[src/rtl/tank_pkg.sv]
// Shared tank definitions: direction encoding, sprite size, and movement FSM states.
package tank_pkg;

    typedef enum logic [2:0] {
        DIR_NONE  = 3'd0,
        DIR_UP    = 3'd1,
        DIR_RIGHT = 3'd2,
        DIR_LEFT  = 3'd3,
        DIR_DOWN  = 3'd4
    } dir_t;

    typedef enum logic [1:0] {
        ST_IDLE    = 2'd0,
        ST_PRESENT = 2'd1,
        ST_SAMPLE  = 2'd2
    } mv_state_t;

    localparam logic [9:0] TANK_W = 10'd32;
    localparam logic [9:0] TANK_H = 10'd32;

    // Key codes 5..7 are not directions; fold them onto "no movement".
    function automatic dir_t sanitize_dir(input logic [2:0] d);
        return (d > 3'd4) ? DIR_NONE : dir_t'(d);
    endfunction

endpackage

[src/rtl/sync_edge_detect.sv]
// Two-flop synchroniser for an asynchronous level plus a one-cycle rising-edge pulse.
module sync_edge_detect (
    input  logic Clk,
    input  logic Reset_n,
    input  logic async_in,
    output logic rise_pulse
);

    // [0],[1] are the synchroniser stages; [2] holds the previous synchronised level
    logic [2:0] sync_reg;

    // Shift the asynchronous level through the synchroniser and history flop
    always_ff @(posedge Clk or negedge Reset_n) begin
        if (!Reset_n) begin
            sync_reg <= 3'b000;
        end else begin
            sync_reg <= {sync_reg[1:0], async_in};
        end
    end

    assign rise_pulse = sync_reg[1] & ~sync_reg[2];

endmodule

[src/rtl/tank_motion_ctrl.sv]
// Per-tank movement and fire controller. Each frame it presents the requested direction to
// the collision checker, samples can_move a cycle later and commits a STEP move or holds.
// A fire-key edge detector with a frame-counted cooldown runs alongside.
module tank_motion_ctrl
    import tank_pkg::*;
#(
    parameter logic [9:0] X_SPAWN  = 10'd64,
    parameter logic [9:0] Y_SPAWN  = 10'd64,
    parameter logic [9:0] STEP     = 10'd1,
    parameter logic [9:0] X_MIN    = 10'd0,
    parameter logic [9:0] X_MAX    = 10'd639,
    parameter logic [9:0] Y_MIN    = 10'd0,
    parameter logic [9:0] Y_MAX    = 10'd479,
    parameter logic [7:0] COOLDOWN = 8'd30
) (
    input  logic       Clk,
    input  logic       Reset_n,
    input  logic       frame_clk,
    input  logic [2:0] dir_req,
    input  logic       fire_req,
    input  logic       can_move,
    output logic [9:0] X_Tank,
    output logic [9:0] Y_Tank,
    output logic [2:0] tank_dir,
    output logic [2:0] facing,
    output logic       moving,
    output logic       fire
);

    logic        frame_tick;
    mv_state_t   state_reg, state_next;
    dir_t        dir_reg;
    logic [9:0]  x_reg, y_reg;
    logic [9:0]  x_next, y_next;
    logic [2:0]  facing_reg;
    logic        moving_reg;
    logic        step_ok;
    logic        fire_prev_reg, fire_reg;
    logic [7:0]  cool_reg;
    logic        fire_edge;
    logic [10:0] x_ext, y_ext;

    sync_edge_detect u_frame_sync (
        .Clk        (Clk),
        .Reset_n    (Reset_n),
        .async_in   (frame_clk),
        .rise_pulse (frame_tick)
    );

    // FSM state register
    always_ff @(posedge Clk or negedge Reset_n) begin
        if (!Reset_n) begin
            state_reg <= ST_IDLE;
        end else begin
            state_reg <= state_next;
        end
    end

    // FSM next state: a frame with no valid direction never leaves IDLE
    always_comb begin
        state_next = state_reg;
        case (state_reg)
            ST_IDLE:    if (frame_tick && (sanitize_dir(dir_req) != DIR_NONE)) state_next = ST_PRESENT;
            ST_PRESENT: state_next = ST_SAMPLE;
            ST_SAMPLE:  state_next = ST_IDLE;
            default:    state_next = ST_IDLE;
        endcase
    end

    // FSM outputs: the direction is shown to the collision checker only while a move is in flight
    always_comb begin
        tank_dir = (state_reg == ST_IDLE) ? DIR_NONE : dir_reg;
    end

    // Latch the frame's direction once; later key changes wait for the next frame
    always_ff @(posedge Clk or negedge Reset_n) begin
        if (!Reset_n) begin
            dir_reg <= DIR_NONE;
        end else if (state_reg == ST_IDLE && frame_tick) begin
            dir_reg <= sanitize_dir(dir_req);
        end
    end

    assign x_ext = {1'b0, x_reg};
    assign y_ext = {1'b0, y_reg};

    // Candidate position and screen-bounds check, widened to 11 bits so nothing wraps
    always_comb begin
        step_ok = 1'b0;
        x_next  = x_reg;
        y_next  = y_reg;
        case (dir_reg)
            DIR_UP: begin
                step_ok = (y_ext >= ({1'b0, Y_MIN} + {1'b0, STEP}));
                y_next  = y_reg - STEP;
            end
            DIR_DOWN: begin
                step_ok = ((y_ext + {1'b0, TANK_H} + {1'b0, STEP}) <= ({1'b0, Y_MAX} + 11'd1));
                y_next  = y_reg + STEP;
            end
            DIR_LEFT: begin
                step_ok = (x_ext >= ({1'b0, X_MIN} + {1'b0, STEP}));
                x_next  = x_reg - STEP;
            end
            DIR_RIGHT: begin
                step_ok = ((x_ext + {1'b0, TANK_W} + {1'b0, STEP}) <= ({1'b0, X_MAX} + 11'd1));
                x_next  = x_reg + STEP;
            end
            default: step_ok = 1'b0;
        endcase
    end

    // Commit the step in SAMPLE; facing turns even when the move is blocked
    always_ff @(posedge Clk or negedge Reset_n) begin
        if (!Reset_n) begin
            x_reg      <= X_SPAWN;
            y_reg      <= Y_SPAWN;
            facing_reg <= DIR_UP;
            moving_reg <= 1'b0;
        end else begin
            moving_reg <= 1'b0;
            if (state_reg == ST_SAMPLE) begin
                if (dir_reg != DIR_NONE) facing_reg <= dir_reg;
                if (can_move && step_ok) begin
                    x_reg      <= x_next;
                    y_reg      <= y_next;
                    moving_reg <= 1'b1;
                end
            end
        end
    end

    assign fire_edge = fire_req & ~fire_prev_reg;

    // Fire edge detect and cooldown; a shot reloads the counter even on a frame tick
    always_ff @(posedge Clk or negedge Reset_n) begin
        if (!Reset_n) begin
            fire_prev_reg <= 1'b0;
            fire_reg      <= 1'b0;
            cool_reg      <= 8'd0;
        end else begin
            fire_prev_reg <= fire_req;
            fire_reg      <= 1'b0;
            if (fire_edge && cool_reg == 8'd0) begin
                fire_reg <= 1'b1;
                cool_reg <= COOLDOWN;
            end else if (frame_tick && cool_reg != 8'd0) begin
                cool_reg <= cool_reg - 8'd1;
            end
        end
    end

    assign X_Tank = x_reg;
    assign Y_Tank = y_reg;
    assign facing = facing_reg;
    assign moving = moving_reg;
    assign fire   = fire_reg;

endmodule

[config.mk]
export PLATFORM = sky130hd
export DESIGN_NAME = tank_motion_ctrl
export DESIGN_NICKNAME = d
export VERILOG_FILES = /design/src/rtl/tank_pkg.sv /design/src/rtl/sync_edge_detect.sv /design/src/rtl/tank_motion_ctrl.sv
export SDC_FILE = /design/constraint.sdc
export NUM_CORES = 1
export LEC_CHECK = 0
export ABC_AREA = 1
export CAP_MARGIN = 20
export CORE_MARGIN = 2
export CORE_UTILIZATION = 25
export CTS_CLUSTER_DIAMETER = 30
export DETAILED_ROUTE_END_ITERATION = 10
export DONT_BUFFER_PORTS = 1
export PLACE_DENSITY_LB_ADDON = 0.08
export SYNTH_ARGS = -nofsm -noshare
export SYNTH_HDL_FRONTEND = slang
export SYNTH_SLANG_ARGS = --single-unit
[constraint.sdc]
create_clock -name Clk -period 1.85 [get_ports Clk]
set_input_delay 0.37 -clock Clk [delete_from_list [all_inputs] [get_ports Clk]]
set_output_delay 0.37 -clock Clk [all_outputs]
set_load 0.1 [all_outputs]
==> run_summary.xml, run 1 <==
<?xml version="1.0" encoding="UTF-8"?>
<metrics>
  <group name="clock_network">
    <metric name="htree_levels" unit="">2</metric>
    <metric name="insertion_delay" unit="ns">0.28</metric>
    <metric name="cts_tree" unit="">built</metric>
    <metric name="clockRootBuffer" unit="">sky130_fd_sc_hd__clkbuf_16</metric>
    <metric name="cts_bufs_inserted" unit="">5</metric>
    <metric name="path_clk_slew" unit="ns">0.06</metric>
    <metric name="cts-root-to-sink-buffers" unit="">2</metric>
    <metric name="numClockSinks" unit="">42</metric>
  </group>
  <group name="yosys">
    <metric name="synthDistinctLibCells" unit="">40</metric>
    <metric name="synth_enable_flop_cells" unit="">0</metric>
    <metric name="seq_area_frac_synth" unit="%">34.0</metric>
    <metric name="yosysWarningCount" unit="">0</metric>
    <metric name="synth-async-reset-ratio" unit="%">100</metric>
    <metric name="synth_cells" unit="">438</metric>
    <metric name="ys_ff_latch" unit="">42</metric>
    <metric name="synth-main-ff-cell" unit="">sky130_fd_sc_hd__dfrtp_1</metric>
    <metric name="synth_area_per_cell" unit="µm²">7.09</metric>
    <metric name="net_count_of_the_mapped_netlist" unit="">455</metric>
    <metric name="syn_area" unit="mm²">0.00311</metric>
  </group>
  <group name="routing">
    <metric name="totalWireLength" unit="µm">9110</metric>
    <metric name="wl_per_cell" unit="µm">13.1</metric>
    <metric name="antenna_left" unit="">0</metric>
    <metric name="remaining_drc_errors" unit="">0</metric>
    <metric name="drt-vias-per-instance" unit="">4.43</metric>
    <metric name="drt-initial-drc-count" unit="">147</metric>
    <metric name="vias_post_dr" unit="">3068</metric>
    <metric name="detail_route.first_pass.iterations" unit="">4</metric>
  </group>
  <group name="global_routing">
    <metric name="first_pass_grt_wire_length" unit="µm">15300</metric>
    <metric name="antenna_found_initial" unit="">0</metric>
    <metric name="number_of_global_route_vias_before_repair" unit="">2969</metric>
    <metric name="grt_start_max_net_pins" unit="">43</metric>
    <metric name="final_global_route_overflow_total" unit="">0</metric>
    <metric name="track_usage" unit="%">14.5</metric>
  </group>
  <group name="pwr">
    <metric name="cellPowerDensity" unit="mW/mm²">1560</metric>
    <metric name="power.ir.vdd_worst" unit="µV">432</metric>
    <metric name="leakagePower" unit="µW">0.00212</metric>
    <metric name="total_power" unit="µW">6900</metric>
  </group>
  <group name="critical_path">
    <metric name="critical_path.max_fanout" unit="">5</metric>
    <metric name="critical_path.startpoint_type" unit="">flip-flop</metric>
    <metric name="critical_path.endpoint_type" unit="">flip-flop</metric>
    <metric name="setup.worst_path.class" unit="">flip-flop to flip-flop</metric>
    <metric name="worst-endpoint-arrival" unit="ns">2.19</metric>
    <metric name="critPathRequiredTime" unit="ns">2.07</metric>
  </group>
  <group name="sta">
    <metric name="worst_slew_margin_rel" unit="%">65.2</metric>
    <metric name="final-hold-violation-count" unit="">0</metric>
    <metric name="final_min_period_over_clock_period" unit="%">107</metric>
    <metric name="unrepaired_setup_endpoints_after_global_routing" unit="">yes</metric>
    <metric name="worst_clock_skew" unit="ns">0.00518</metric>
    <metric name="layout_min_cycle_time" unit="ns">1.97</metric>
    <metric name="slew_violations" unit="">0</metric>
    <metric name="worst_slack" unit="ns">-0.123</metric>
    <metric name="max_clock_freq" unit="MHz">507</metric>
    <metric name="report.final.setup_viol" unit="">21</metric>
    <metric name="fin_worst_hold_slack" unit="ns">0.111</metric>
    <metric name="worst_slew_pin_slew" unit="ns">0.522</metric>
  </group>
  <group name="cells_and_area">
    <metric name="fillerInstances" unit="">1278</metric>
    <metric name="multiInputGateArea" unit="mm²">0.00197</metric>
    <metric name="post_route_cells_drive_above_1_share" unit="%">39.0</metric>
    <metric name="antennaDiodeCount" unit="">0</metric>
    <metric name="synthToLayoutAreaGrowth" unit="%">42.6</metric>
    <metric name="num-nets-final" unit="">541</metric>
    <metric name="sequential_cell_area" unit="mm²">0.00111</metric>
    <metric name="layout.core_utilization" unit="%">36.7</metric>
  </group>
  <group name="floorplan">
    <metric name="initial_core_util" unit="%">25.8</metric>
    <metric name="design.die.area" unit="mm²">0.0133</metric>
    <metric name="die_height" unit="µm">115</metric>
    <metric name="die_w" unit="µm">115</metric>
    <metric name="std_cell_rows" unit="">40</metric>
    <metric name="floorplan.io_pins" unit="">36</metric>
    <metric name="core_region_area" unit="mm²">0.0121</metric>
  </group>
  <group name="flow_run">
    <metric name="number_of_max_capacitance_violations_reported" unit="">0</metric>
  </group>
  <group name="placed_design">
    <metric name="place_congestion" unit="">0.787</metric>
    <metric name="detailedPlacementHpwl" unit="µm">6740</metric>
    <metric name="buffer_ports.inserted" unit="">0</metric>
  </group>
  <group name="min_path">
    <metric name="hold_class" unit="">input port to flip-flop</metric>
  </group>
  <group name="run_status">
    <metric name="violations" unit="">negative setup slack</metric>
    <metric name="outcome" unit="">complete, but fails checks</metric>
  </group>
</metrics>
==> final timing paths <==
| kind | from | endpoint | slack [ns] | cells past startpoint |
|---|---|---|---|---|
| max | X_Tank[1] | X_Tank[2] | -0.12 | 12 |
| min | fire_req | fire_prev_reg | 0.11 | 0 |
| max reg2reg | X_Tank[1] | X_Tank[2] | -0.12 | 12 |
| min reg2reg | u_frame_sync.sync_reg[0] | u_frame_sync.sync_reg[1] | 0.35 | 0 |
| max in group asynchronous | Reset_n | Y_Tank[6] | 0.97 | 2 |
| min in group asynchronous | Reset_n | X_Tank[0] | 0.61 | 2 |
==> report_power, final <==
group	switching (µW)	leakage (µW)	internal [µW]
sequential	429	0.000509	1230
combinational	2740	0.00153	1500
clock	368	0.0000760	636
==> layout make-up <==
class / count / area share, %
inverters: 52 / 4.58
repair buffers: 97 / 17.3
clock inverters: 3 / 1.02
multi-input cells: 326 / 44.4
clock buffers: 5 / 2.82
well taps: 168 / 4.75
flip-flops and latches: 42 / 25.2
==> cell usage after synthesis (2+ instances only) <==
master / count / area (µm²)
sky130_fd_sc_hd__o21ai_0: 23 / 115
sky130_fd_sc_hd__nor2_2: 3 / 18.8
sky130_fd_sc_hd__nand2_2: 3 / 18.8
sky130_fd_sc_hd__ha_1: 9 / 113
sky130_fd_sc_hd__nor3_1: 8 / 40.0
sky130_fd_sc_hd__nor2_1: 45 / 169
sky130_fd_sc_hd__xor2_1: 17 / 149
sky130_fd_sc_hd__dfstp_2: 3 / 78.8
sky130_fd_sc_hd__buf_8: 2 / 30.0
sky130_fd_sc_hd__nand3_2: 4 / 40.0
sky130_fd_sc_hd__buf_2: 8 / 40.0
sky130_fd_sc_hd__nor3_2: 2 / 20.0
sky130_fd_sc_hd__dfrtp_1: 39 / 976
sky130_fd_sc_hd__inv_1: 43 / 161
sky130_fd_sc_hd__nor2_4: 2 / 22.5
sky130_fd_sc_hd__buf_4: 4 / 30.0
sky130_fd_sc_hd__xnor2_1: 4 / 35.0
sky130_fd_sc_hd__nand3_4: 2 / 35.0
sky130_fd_sc_hd__inv_2: 8 / 30.0
sky130_fd_sc_hd__buf_6: 2 / 22.5
sky130_fd_sc_hd__nand3_1: 24 / 120
sky130_fd_sc_hd__clkbuf_1: 4 / 15.0
sky130_fd_sc_hd__nand4_1: 32 / 200
sky130_fd_sc_hd__a31oi_1: 2 / 12.5
sky130_fd_sc_hd__a21oi_1: 7 / 35.0
sky130_fd_sc_hd__nand2_1: 124 / 465
==> critical path: stages (launching register included) <==
cell                      delay (ns)
sky130_fd_sc_hd__dfrtp_4        0.51
sky130_fd_sc_hd__ha_4           0.20
sky130_fd_sc_hd__nand2_1        0.08
sky130_fd_sc_hd__nand2_2        0.06
sky130_fd_sc_hd__buf_4          0.13
sky130_fd_sc_hd__buf_4          0.12
sky130_fd_sc_hd__buf_4          0.12
sky130_fd_sc_hd__buf_4          0.12
sky130_fd_sc_hd__buf_4          0.12
sky130_fd_sc_hd__buf_4          0.12
sky130_fd_sc_hd__o21ai_0        0.17
sky130_fd_sc_hd__nand4_1        0.11
sky130_fd_sc_hd__nand2_1        0.07
==> layer usage <==
layer | vias to the layer above | track usage, % | wire (µm)
met5 | - | 0 | 0
met4 | 0 | 2.89 | 62
met3 | 5 | 2.62 | 286
met2 | 43 | 23.0 | 4170
met1 | 1423 | 20.7 | 4590
li1 | 1597 | - | -
==> cell families (layout without fill, tap and decap cells) <==
family                     Yosys count  in the layout  share of synthesized area (%)
adders and majority gates            9              9                           3.62
xor gates and xnor gates            21             21                           5.92
buffers and inverters               72            157                           10.7
DFF                                 42             42                           34.0
and+or+nand+nor                    256            258                           38.9
AOI/OAI and AO/OA                   38             38                           6.89
==> placed cells by master (no fill, tap or decap), drive strengths merged, types with 9 or more instances in the layout <==
cell type | synthesis | final
nand2 | 128 | 128
ha | 9 | 9
nor3 | 10 | 10
buf | 16 | 96
nor2 | 50 | 50
dfrtp | 39 | 39
xor2 | 17 | 17
nand4 | 33 | 33
o21ai | 24 | 24
inv | 51 | 52
nand3 | 30 | 32
==> stage by stage <==
| stage | setup TNS, ns | instance area, µm² | std cells | setup WS [ns] |
|---|---|---|---|---|
| floorplan | -2.95 | 3230 | 438 | -0.152 |
| global placement | -3.18 | 3890 | 667 | -0.171 |
| detailed placement | -2.97 | 3890 | 667 | -0.170 |
| CTS | -2.78 | 4300 | 692 | -0.161 |
| global route | -4.47 | 4430 | 693 | -0.239 |
| finish | -1.79 | 4430 | 693 | -0.123 |
==> what timing repair did <==
| item | in CTS | in global routing |
|---|---|---|
| gates cloned | 2 | 0 |
| hold buffers | 2 | 0 |
| gates resized for setup | 21 | 37 |
| endpoints found under the setup margin | 21 | 23 |
| hold endpoints to repair | 42 | 0 |
| pin swaps | 22 | 19 |
| setup buffers | 13 | 1 |
Power figures use the tool's default switching activity.
==> run 2: changes to the inputs <==
--- a/config.mk
+++ b/config.mk
@@ -15,4 +15,5 @@
 export PLACE_DENSITY_LB_ADDON = 0.08
 export SYNTH_ARGS = -nofsm -noshare
 export SYNTH_HDL_FRONTEND = slang
+export SYNTH_HIERARCHICAL = 1
 export SYNTH_SLANG_ARGS = --single-unit
==> run 2 against run 1 <==
The run still ends with negative setup slack left. Clock power shrank 5%. Total power grew 2.3%. Setup slack got worse by 0.066 ns. First-iteration DRC count shrank 7.5%. Via count up 0.68%. Maximum frequency shrank 3.2%. Non-clock buffer count grew 18. Sequential power is essentially flat. Flip-flop and latch count did not move. Die area fell by 3.0%.
==> run_summary.xml, run 2 <==
<?xml version="1.0" encoding="UTF-8"?>
<metrics>
  <group name="run_status">
    <metric name="outcome" unit="">complete, but fails checks</metric>
    <metric name="violations" unit="">negative setup slack</metric>
  </group>
  <group name="critical_path">
    <metric name="cp_slowest_cell" unit="">sky130_fd_sc_hd__dfrtp_4</metric>
    <metric name="rr_worst_depth" unit="">14</metric>
    <metric name="critical_path.max_fanout" unit="">8</metric>
    <metric name="cp_cell_sequence" unit="">ha_4 -&gt; nand4_1 -&gt; nand2_1 -&gt; nand2_1 -&gt; nand2_1 -&gt; nand3_2 -&gt; nand2_2 -&gt; nand2_1 -&gt; nand2_1 -&gt; nand2_2 -&gt; nand3_4 -&gt; buf_6 -&gt; nand4_1 -&gt; nand2_1</metric>
    <metric name="timing.critical_path.mode_cell" unit="">sky130_fd_sc_hd__nand2_1</metric>
    <metric name="worstPathBufferInverterCount" unit="">1</metric>
    <metric name="critical_path_cell_count" unit="">14</metric>
    <metric name="max_stage_delay" unit="ns">0.52</metric>
    <metric name="critical_path.startpoint_type" unit="">flip-flop</metric>
    <metric name="cpLargestDelayFamily" unit="">simple AND/OR/NAND/NOR gates</metric>
    <metric name="worst-endpoint-arrival" unit="ns">2.22</metric>
    <metric name="critPathRequiredTime" unit="ns">2.03</metric>
    <metric name="setup.worst_path.class" unit="">flip-flop to flip-flop</metric>
    <metric name="critical_path.endpoint_type" unit="">flip-flop</metric>
    <metric name="reg2reg_setup_slack" unit="ns">-0.19</metric>
  </group>
  <group name="cells_and_area">
    <metric name="antennaDiodeCount" unit="">0</metric>
    <metric name="fillerInstances" unit="">1283</metric>
    <metric name="mostFrequentLayoutCell" unit="">sky130_fd_sc_hd__buf_4</metric>
    <metric name="num-nets-final" unit="">547</metric>
    <metric name="synthToLayoutAreaGrowth" unit="%">45.0</metric>
    <metric name="multiInputGateArea" unit="mm²">0.00181</metric>
    <metric name="post_route_cells_drive_above_1_share" unit="%">37.3</metric>
    <metric name="sequential_cell_area" unit="mm²">0.00110</metric>
    <metric name="layout.core_utilization" unit="%">36.8</metric>
    <metric name="most-common-layout-cells" unit="">107 x sky130_fd_sc_hd__buf_4, 105 x sky130_fd_sc_hd__nand2_1, 39 x sky130_fd_sc_hd__inv_1, 33 x sky130_fd_sc_hd__nor2_1, 27 x sky130_fd_sc_hd__nand4_1</metric>
  </group>
  <group name="pwr">
    <metric name="total_power" unit="µW">7050</metric>
    <metric name="power.ir.vdd_worst" unit="µV">525</metric>
    <metric name="leakagePower" unit="µW">0.00214</metric>
    <metric name="sequentialPowerShare" unit="%">23.3</metric>
    <metric name="internal-power" unit="µW">3450</metric>
    <metric name="combinationalPowerShare" unit="%">63.3</metric>
    <metric name="switchingPower" unit="µW">3610</metric>
    <metric name="cellPowerDensity" unit="mW/mm²">1620</metric>
    <metric name="power.clock.fraction" unit="%">13.4</metric>
    <metric name="switching_part_of_the_total_power" unit="%">51.1</metric>
  </group>
  <group name="sta">
    <metric name="fin_worst_hold_slack" unit="ns">0.0961</metric>
    <metric name="final-hold-violation-count" unit="">0</metric>
    <metric name="worst_clock_skew" unit="ns">0.00708</metric>
    <metric name="worst_slew_margin_rel" unit="%">63.4</metric>
    <metric name="slew_violations" unit="">0</metric>
    <metric name="report.final.setup_viol" unit="">21</metric>
    <metric name="layout_min_cycle_time" unit="ns">2.04</metric>
    <metric name="final_min_period_over_clock_period" unit="%">110</metric>
    <metric name="max_clock_freq" unit="MHz">490</metric>
    <metric name="worst_slew_pin_slew" unit="ns">0.548</metric>
    <metric name="worst_slack" unit="ns">-0.189</metric>
    <metric name="unrepaired_setup_endpoints_after_global_routing" unit="">yes</metric>
  </group>
  <group name="global_routing">
    <metric name="antenna_found_initial" unit="">0</metric>
    <metric name="first_pass_grt_wire_length" unit="µm">15500</metric>
    <metric name="grt-busiest-layer" unit="">met2</metric>
    <metric name="groute.layer.met2.usage" unit="%">25.3</metric>
    <metric name="grt_start_max_net_pins" unit="">43</metric>
    <metric name="track_usage" unit="%">15.1</metric>
    <metric name="globalRouteMet1Util" unit="%">19.7</metric>
    <metric name="final_global_route_overflow_total" unit="">0</metric>
    <metric name="global_route.usage.met3" unit="%">3.13</metric>
    <metric name="number_of_global_route_vias_before_repair" unit="">3112</metric>
  </group>
  <group name="yosys">
    <metric name="synth.top_cells.by_count" unit="">115 x sky130_fd_sc_hd__nand2_1, 47 x sky130_fd_sc_hd__inv_1, 40 x sky130_fd_sc_hd__nor2_1, 39 x sky130_fd_sc_hd__dfrtp_1</metric>
    <metric name="seq_area_frac_synth" unit="%">35.0</metric>
    <metric name="ys_ff_latch" unit="">42</metric>
    <metric name="synth_top_cell_area_share" unit="%">32.4</metric>
    <metric name="synthDistinctLibCells" unit="">36</metric>
    <metric name="synth_cells" unit="">423</metric>
    <metric name="most_instantiated_library_cell_after_synthesis" unit="">sky130_fd_sc_hd__nand2_1</metric>
    <metric name="synth-main-ff-cell" unit="">sky130_fd_sc_hd__dfrtp_1</metric>
    <metric name="synth_enable_flop_cells" unit="">0</metric>
    <metric name="yosysWarningCount" unit="">6</metric>
    <metric name="post-synth-top-area-cell" unit="">sky130_fd_sc_hd__dfrtp_1</metric>
    <metric name="net_count_of_the_mapped_netlist" unit="">440</metric>
    <metric name="post_synth_main_area_contributors" unit="">sky130_fd_sc_hd__dfrtp_1 32%, sky130_fd_sc_hd__nand2_1 14%, sky130_fd_sc_hd__inv_1 5.9%</metric>
    <metric name="syn_area" unit="mm²">0.00301</metric>
    <metric name="synth-async-reset-ratio" unit="%">100</metric>
    <metric name="synth_area_per_cell" unit="µm²">7.12</metric>
  </group>
  <group name="routing">
    <metric name="totalWireLength" unit="µm">9390</metric>
    <metric name="antenna_left" unit="">0</metric>
    <metric name="drt-initial-drc-count" unit="">136</metric>
    <metric name="wl_per_cell" unit="µm">13.8</metric>
    <metric name="detail_route.first_pass.iterations" unit="">5</metric>
    <metric name="drt-vias-per-instance" unit="">4.56</metric>
    <metric name="remaining_drc_errors" unit="">0</metric>
    <metric name="vias_post_dr" unit="">3089</metric>
  </group>
  <group name="placed_design">
    <metric name="detailedPlacementHpwl" unit="µm">6850</metric>
    <metric name="buffer_ports.inserted" unit="">0</metric>
    <metric name="place_congestion" unit="">0.825</metric>
  </group>
  <group name="floorplan">
    <metric name="std_cell_rows" unit="">40</metric>
    <metric name="die_height" unit="µm">114</metric>
    <metric name="floorplan.io_pins" unit="">36</metric>
    <metric name="die_w" unit="µm">114</metric>
    <metric name="design.die.area" unit="mm²">0.0129</metric>
    <metric name="initial_core_util" unit="%">25.4</metric>
    <metric name="core_region_area" unit="mm²">0.0119</metric>
  </group>
  <group name="clock_network">
    <metric name="cts_tree" unit="">built</metric>
    <metric name="htree_levels" unit="">2</metric>
    <metric name="clockRootBuffer" unit="">sky130_fd_sc_hd__clkbuf_16</metric>
    <metric name="insertion_delay" unit="ns">0.30</metric>
    <metric name="path_clk_slew" unit="ns">0.07</metric>
    <metric name="numClockSinks" unit="">42</metric>
    <metric name="cts_bufs_inserted" unit="">5</metric>
    <metric name="cts-root-to-sink-buffers" unit="">2</metric>
  </group>
  <group name="min_path">
    <metric name="hold_class" unit="">input port to flip-flop</metric>
    <metric name="number_of_cells_on_the_worst_hold_path" unit="">0</metric>
  </group>
  <group name="flow_run">
    <metric name="number_of_max_capacitance_violations_reported" unit="">0</metric>
  </group>
</metrics>
[run 2: repair_timing]
item	CTS	global route
setup endpoints to repair	21	26
setup buffers	9	5
hold buffers	2	0
endpoints found under the hold margin	42	0
pin swaps	7	14
resized for setup	13	33
gates cloned	2	1
[run 2: logic make-up (layout without fill, tap and decap cells)]
family	Yosys count	in the layout	synth area share, %
buffers and inverters	69	175	10.3
XOR/XNOR	23	23	6.69
AND/OR/NAND/NOR	239	241	36.7
AO/OA/AOI/OAI	41	41	7.48
flip-flops	42	42	35.0
adder cells (fa/ha/maj)	9	9	3.74
[run 2: stage by stage]
| step | cells | setup WS [ns] | cell area (µm²) | TNS [ns] |
|---|---|---|---|---|
| CTS | 672 | -0.170 | 4220 | -3.16 |
| global route | 678 | -0.350 | 4370 | -7.03 |
| floorplan | 423 | -0.222 | 3110 | -4.37 |
| global placement | 651 | -0.202 | 3910 | -3.31 |
| detailed placement | 651 | -0.173 | 3910 | -2.94 |
| finish | 678 | -0.189 | 4370 | -3.58 |
[run 2: power by group through the flow]
stage	clock, µW	sequential, µW	combinational (µW)
after floorplan	0	2600	1850
after global placement	0	1640	4060
after detailed placement	0	1640	4050
after CTS	988	1630	4290
after global routing	1030	1690	4860
final	946	1640	4460
[run 2: path summary, 6_finish.rpt]
kind	start	endpoint
setup / recovery	X_Tank[1]	X_Tank[2]
hold / removal	frame_clk	u_frame_sync/sync_reg[0]
setup reg to reg	X_Tank[1]	X_Tank[2]
hold reg to reg	u_frame_sync/sync_reg[0]	u_frame_sync/sync_reg[1]
max in group asynchronous	Reset_n	X_Tank[6]
min in group asynchronous	Reset_n	cool_reg[5]
[run 2: routing by layer]
layer | routed length [µm] | vias up | part of all wire [%]
met5 | 0 | - | 0
met4 | 161 | 0 | 1.7
met3 | 388 | 13 | 4.1
met2 | 4380 | 52 | 47
met1 | 4460 | 1424 | 48
li1 | - | 1600 | -
[run 2: cell type report]
cell class	instances	share of cell area, %
timing repair buffer	115	21.0
inverter	52	4.59
multi-input combinational	314	41.5
clock buffer	5	2.87
sequential	42	25.2
tap	147	4.21
clock inverter	3	0.659
==> run 3: changes to the inputs <==
--- a/config.mk
+++ b/config.mk
@@ -8,7 +8,7 @@
 export ABC_AREA = 1
 export CAP_MARGIN = 20
 export CORE_MARGIN = 2
-export CORE_UTILIZATION = 25
+export CORE_UTILIZATION = 57
 export CTS_CLUSTER_DIAMETER = 30
 export DETAILED_ROUTE_END_ITERATION = 10
 export DONT_BUFFER_PORTS = 1
==> run 3 against run 2 <==
The flow still finishes with violations (negative setup slack). First-iteration DRC count rose by 130%. Routed wire length is 7.7% lower. Count of clock-buffer cells in the layout unchanged. Sequential power barely moved.
==> run_summary.xml, run 3 (synthesized netlist as in run 2, its figures left out) <==
<?xml version="1.0" encoding="UTF-8"?>
<metrics>
  <group name="sta">
    <metric name="final-hold-violation-count" unit="">0</metric>
    <metric name="worst_slew_pin_slew" unit="ns">0.511</metric>
    <metric name="totalNegativeSetupSlack" unit="ns">-3.61</metric>
    <metric name="layout_min_cycle_time" unit="ns">2.06</metric>
    <metric name="max_clock_freq" unit="MHz">485</metric>
    <metric name="fin_worst_hold_slack" unit="ns">0.0890</metric>
    <metric name="worst_slack" unit="ns">-0.210</metric>
    <metric name="worst_slew_margin_rel" unit="%">65.9</metric>
    <metric name="report.final.setup_viol" unit="">21</metric>
    <metric name="unrepaired_setup_endpoints_after_global_routing" unit="">yes</metric>
    <metric name="final_min_period_over_clock_period" unit="%">111</metric>
    <metric name="worst_clock_skew" unit="ns">0.0114</metric>
    <metric name="slew_violations" unit="">0</metric>
  </group>
  <group name="pwr">
    <metric name="power.ir.vdd_worst" unit="µV">1170</metric>
    <metric name="cellPowerDensity" unit="mW/mm²">1660</metric>
    <metric name="power.clock.fraction" unit="%">11.1</metric>
    <metric name="leakagePower" unit="µW">0.00205</metric>
    <metric name="internal-power" unit="µW">3280</metric>
    <metric name="sequentialPowerShare" unit="%">23.7</metric>
    <metric name="switching_part_of_the_total_power" unit="%">52.2</metric>
    <metric name="combinationalPowerShare" unit="%">65.3</metric>
    <metric name="switchingPower" unit="µW">3590</metric>
  </group>
  <group name="floorplan">
    <metric name="die_w" unit="µm">76.7</metric>
    <metric name="floorplan.io_pins" unit="">36</metric>
    <metric name="core_region_area" unit="mm²">0.00511</metric>
    <metric name="die_height" unit="µm">76.7</metric>
    <metric name="initial_core_util" unit="%">58.9</metric>
    <metric name="std_cell_rows" unit="">26</metric>
    <metric name="design.die.area" unit="mm²">0.00588</metric>
  </group>
  <group name="critical_path">
    <metric name="setup.worst_path.class" unit="">flip-flop to flip-flop</metric>
    <metric name="critical_path.endpoint_type" unit="">flip-flop</metric>
    <metric name="critical_path.startpoint_type" unit="">flip-flop</metric>
    <metric name="critical_path.max_fanout" unit="">5</metric>
    <metric name="critPathRequiredTime" unit="ns">2.04</metric>
    <metric name="worst-endpoint-arrival" unit="ns">2.25</metric>
  </group>
  <group name="global_routing">
    <metric name="first_pass_grt_wire_length" unit="µm">14100</metric>
    <metric name="number_of_global_route_vias_before_repair" unit="">3119</metric>
    <metric name="final_global_route_overflow_total" unit="">0</metric>
    <metric name="antenna_found_initial" unit="">0</metric>
    <metric name="grt_start_max_net_pins" unit="">43</metric>
    <metric name="track_usage" unit="%">29.4</metric>
  </group>
  <group name="routing">
    <metric name="drt-initial-drc-count" unit="">314</metric>
    <metric name="vias_post_dr" unit="">3276</metric>
    <metric name="detail_route.first_pass.iterations" unit="">5</metric>
    <metric name="wl_per_cell" unit="µm">14.8</metric>
    <metric name="antenna_left" unit="">0</metric>
    <metric name="totalWireLength" unit="µm">8670</metric>
    <metric name="remaining_drc_errors" unit="">0</metric>
    <metric name="drt-vias-per-instance" unit="">5.59</metric>
  </group>
  <group name="cells_and_area">
    <metric name="synthToLayoutAreaGrowth" unit="%">37.4</metric>
    <metric name="antennaDiodeCount" unit="">0</metric>
    <metric name="most-common-layout-cells" unit="">101 x sky130_fd_sc_hd__nand2_1, 92 x sky130_fd_sc_hd__buf_4, 41 x sky130_fd_sc_hd__inv_1, 34 x sky130_fd_sc_hd__nor2_1, 27 x sky130_fd_sc_hd__nand4_1</metric>
    <metric name="mostFrequentLayoutCell" unit="">sky130_fd_sc_hd__nand2_1</metric>
    <metric name="num-nets-final" unit="">532</metric>
    <metric name="post_route_cells_drive_above_1_share" unit="%">36.0</metric>
  </group>
  <group name="flow_run">
    <metric name="number_of_max_capacitance_violations_reported" unit="">0</metric>
  </group>
  <group name="clock_network">
    <metric name="clockRootBuffer" unit="">sky130_fd_sc_hd__clkbuf_8</metric>
    <metric name="cts-root-to-sink-buffers" unit="">2</metric>
    <metric name="numClockSinks" unit="">42</metric>
    <metric name="htree_levels" unit="">2</metric>
    <metric name="cts_bufs_inserted" unit="">5</metric>
    <metric name="path_clk_slew" unit="ns">0.08</metric>
    <metric name="cts_tree" unit="">built</metric>
    <metric name="insertion_delay" unit="ns">0.31</metric>
  </group>
  <group name="min_path">
    <metric name="hold_class" unit="">input port to flip-flop</metric>
  </group>
  <group name="run_status">
    <metric name="violations" unit="">negative setup slack</metric>
    <metric name="outcome" unit="">complete, but fails checks</metric>
  </group>
  <group name="placed_design">
    <metric name="detailedPlacementHpwl" unit="µm">5780</metric>
    <metric name="buffer_ports.inserted" unit="">0</metric>
    <metric name="place_congestion" unit="">0.992</metric>
  </group>
</metrics>
-- run 3: timing repair --
action                                  4_1_cts  5_1_grt
setup buffers                                 7        3
endpoints found under the hold margin        42        0
endpoints found under the setup margin       22       26
gates cloned                                  2        2
hold buffers                                  2        0
pin swaps                                     5       19
gates resized for setup                      10       37
-- run 3: power by group through the flow --
stage / Clock [µW] / Sequential, µW / Combinational [µW]
after global routing: 804 / 1660 / 4830
after floorplan: 0 / 2600 / 1850
after CTS: 762 / 1600 / 4110
after global placement: 0 / 1610 / 3890
final: 762 / 1630 / 4490
after detailed placement: 0 / 1620 / 3940
-- run 3: final cells by class --
cell class | instances | area (µm²)
multi-input cells | 315 | 1850
flip-flops and latches | 42 | 1100
fillers | 341 | 970
repair buffers | 99 | 795
inverters | 52 | 198
well taps | 70 | 87.6
clock buffers | 5 | 68.8
clock inverters | 3 | 43.8
-- run 3: routing by layer --
layer | wire length [µm] | GRT usage [%]
met1 | 3720 | 38.7
met2 | 4140 | 48.5
met3 | 584 | 4.59
met4 | 223 | 11.8
met5 | 0 | 0
-- run 3: worst paths after layout --
path,from,end,slack [ns],depth (start not counted)
worst max-delay path,Y_Tank[1],Y_Tank[3],-0.21,13
worst min-delay path,frame_clk,u_frame_sync/sync_reg[0],0.09,0
worst max register to register,Y_Tank[1],Y_Tank[3],-0.21,13
worst min register to register,u_frame_sync/sync_reg[0],u_frame_sync/sync_reg[1],0.37,0
max in group asynchronous,Reset_n,facing[0],1.06,2
min in group asynchronous,Reset_n,X_Tank[4],0.50,2
-- run 3: critical path: stages, from the launching register on --
cell                      delay [ns]
sky130_fd_sc_hd__dfrtp_4        0.50
sky130_fd_sc_hd__buf_4          0.16
sky130_fd_sc_hd__nand3_2        0.10
sky130_fd_sc_hd__inv_1          0.05
sky130_fd_sc_hd__nand2_1        0.08
sky130_fd_sc_hd__nand2_1        0.07
sky130_fd_sc_hd__nand2_1        0.13
sky130_fd_sc_hd__nand2_1        0.10
sky130_fd_sc_hd__o21ai_1        0.12
sky130_fd_sc_hd__nand3_2        0.16
sky130_fd_sc_hd__nand3_4        0.19
sky130_fd_sc_hd__nand3_4        0.15
sky130_fd_sc_hd__nand2_2        0.09
sky130_fd_sc_hd__nand2_2        0.05
-- run 3: stage by stage --
stage	area (µm²)	total power [µW]	setup slack (ns)	cells	utilization [%]
floorplan	3110	4450	-0.222	423	-
global placement	3710	5500	-0.0883	562	72.6
detailed placement	3710	5560	-0.155	562	72.6
CTS	3960	6480	-0.119	581	77.6
global route	4140	7290	-0.319	586	81.0
finish	4140	6880	-0.210	586	81.0
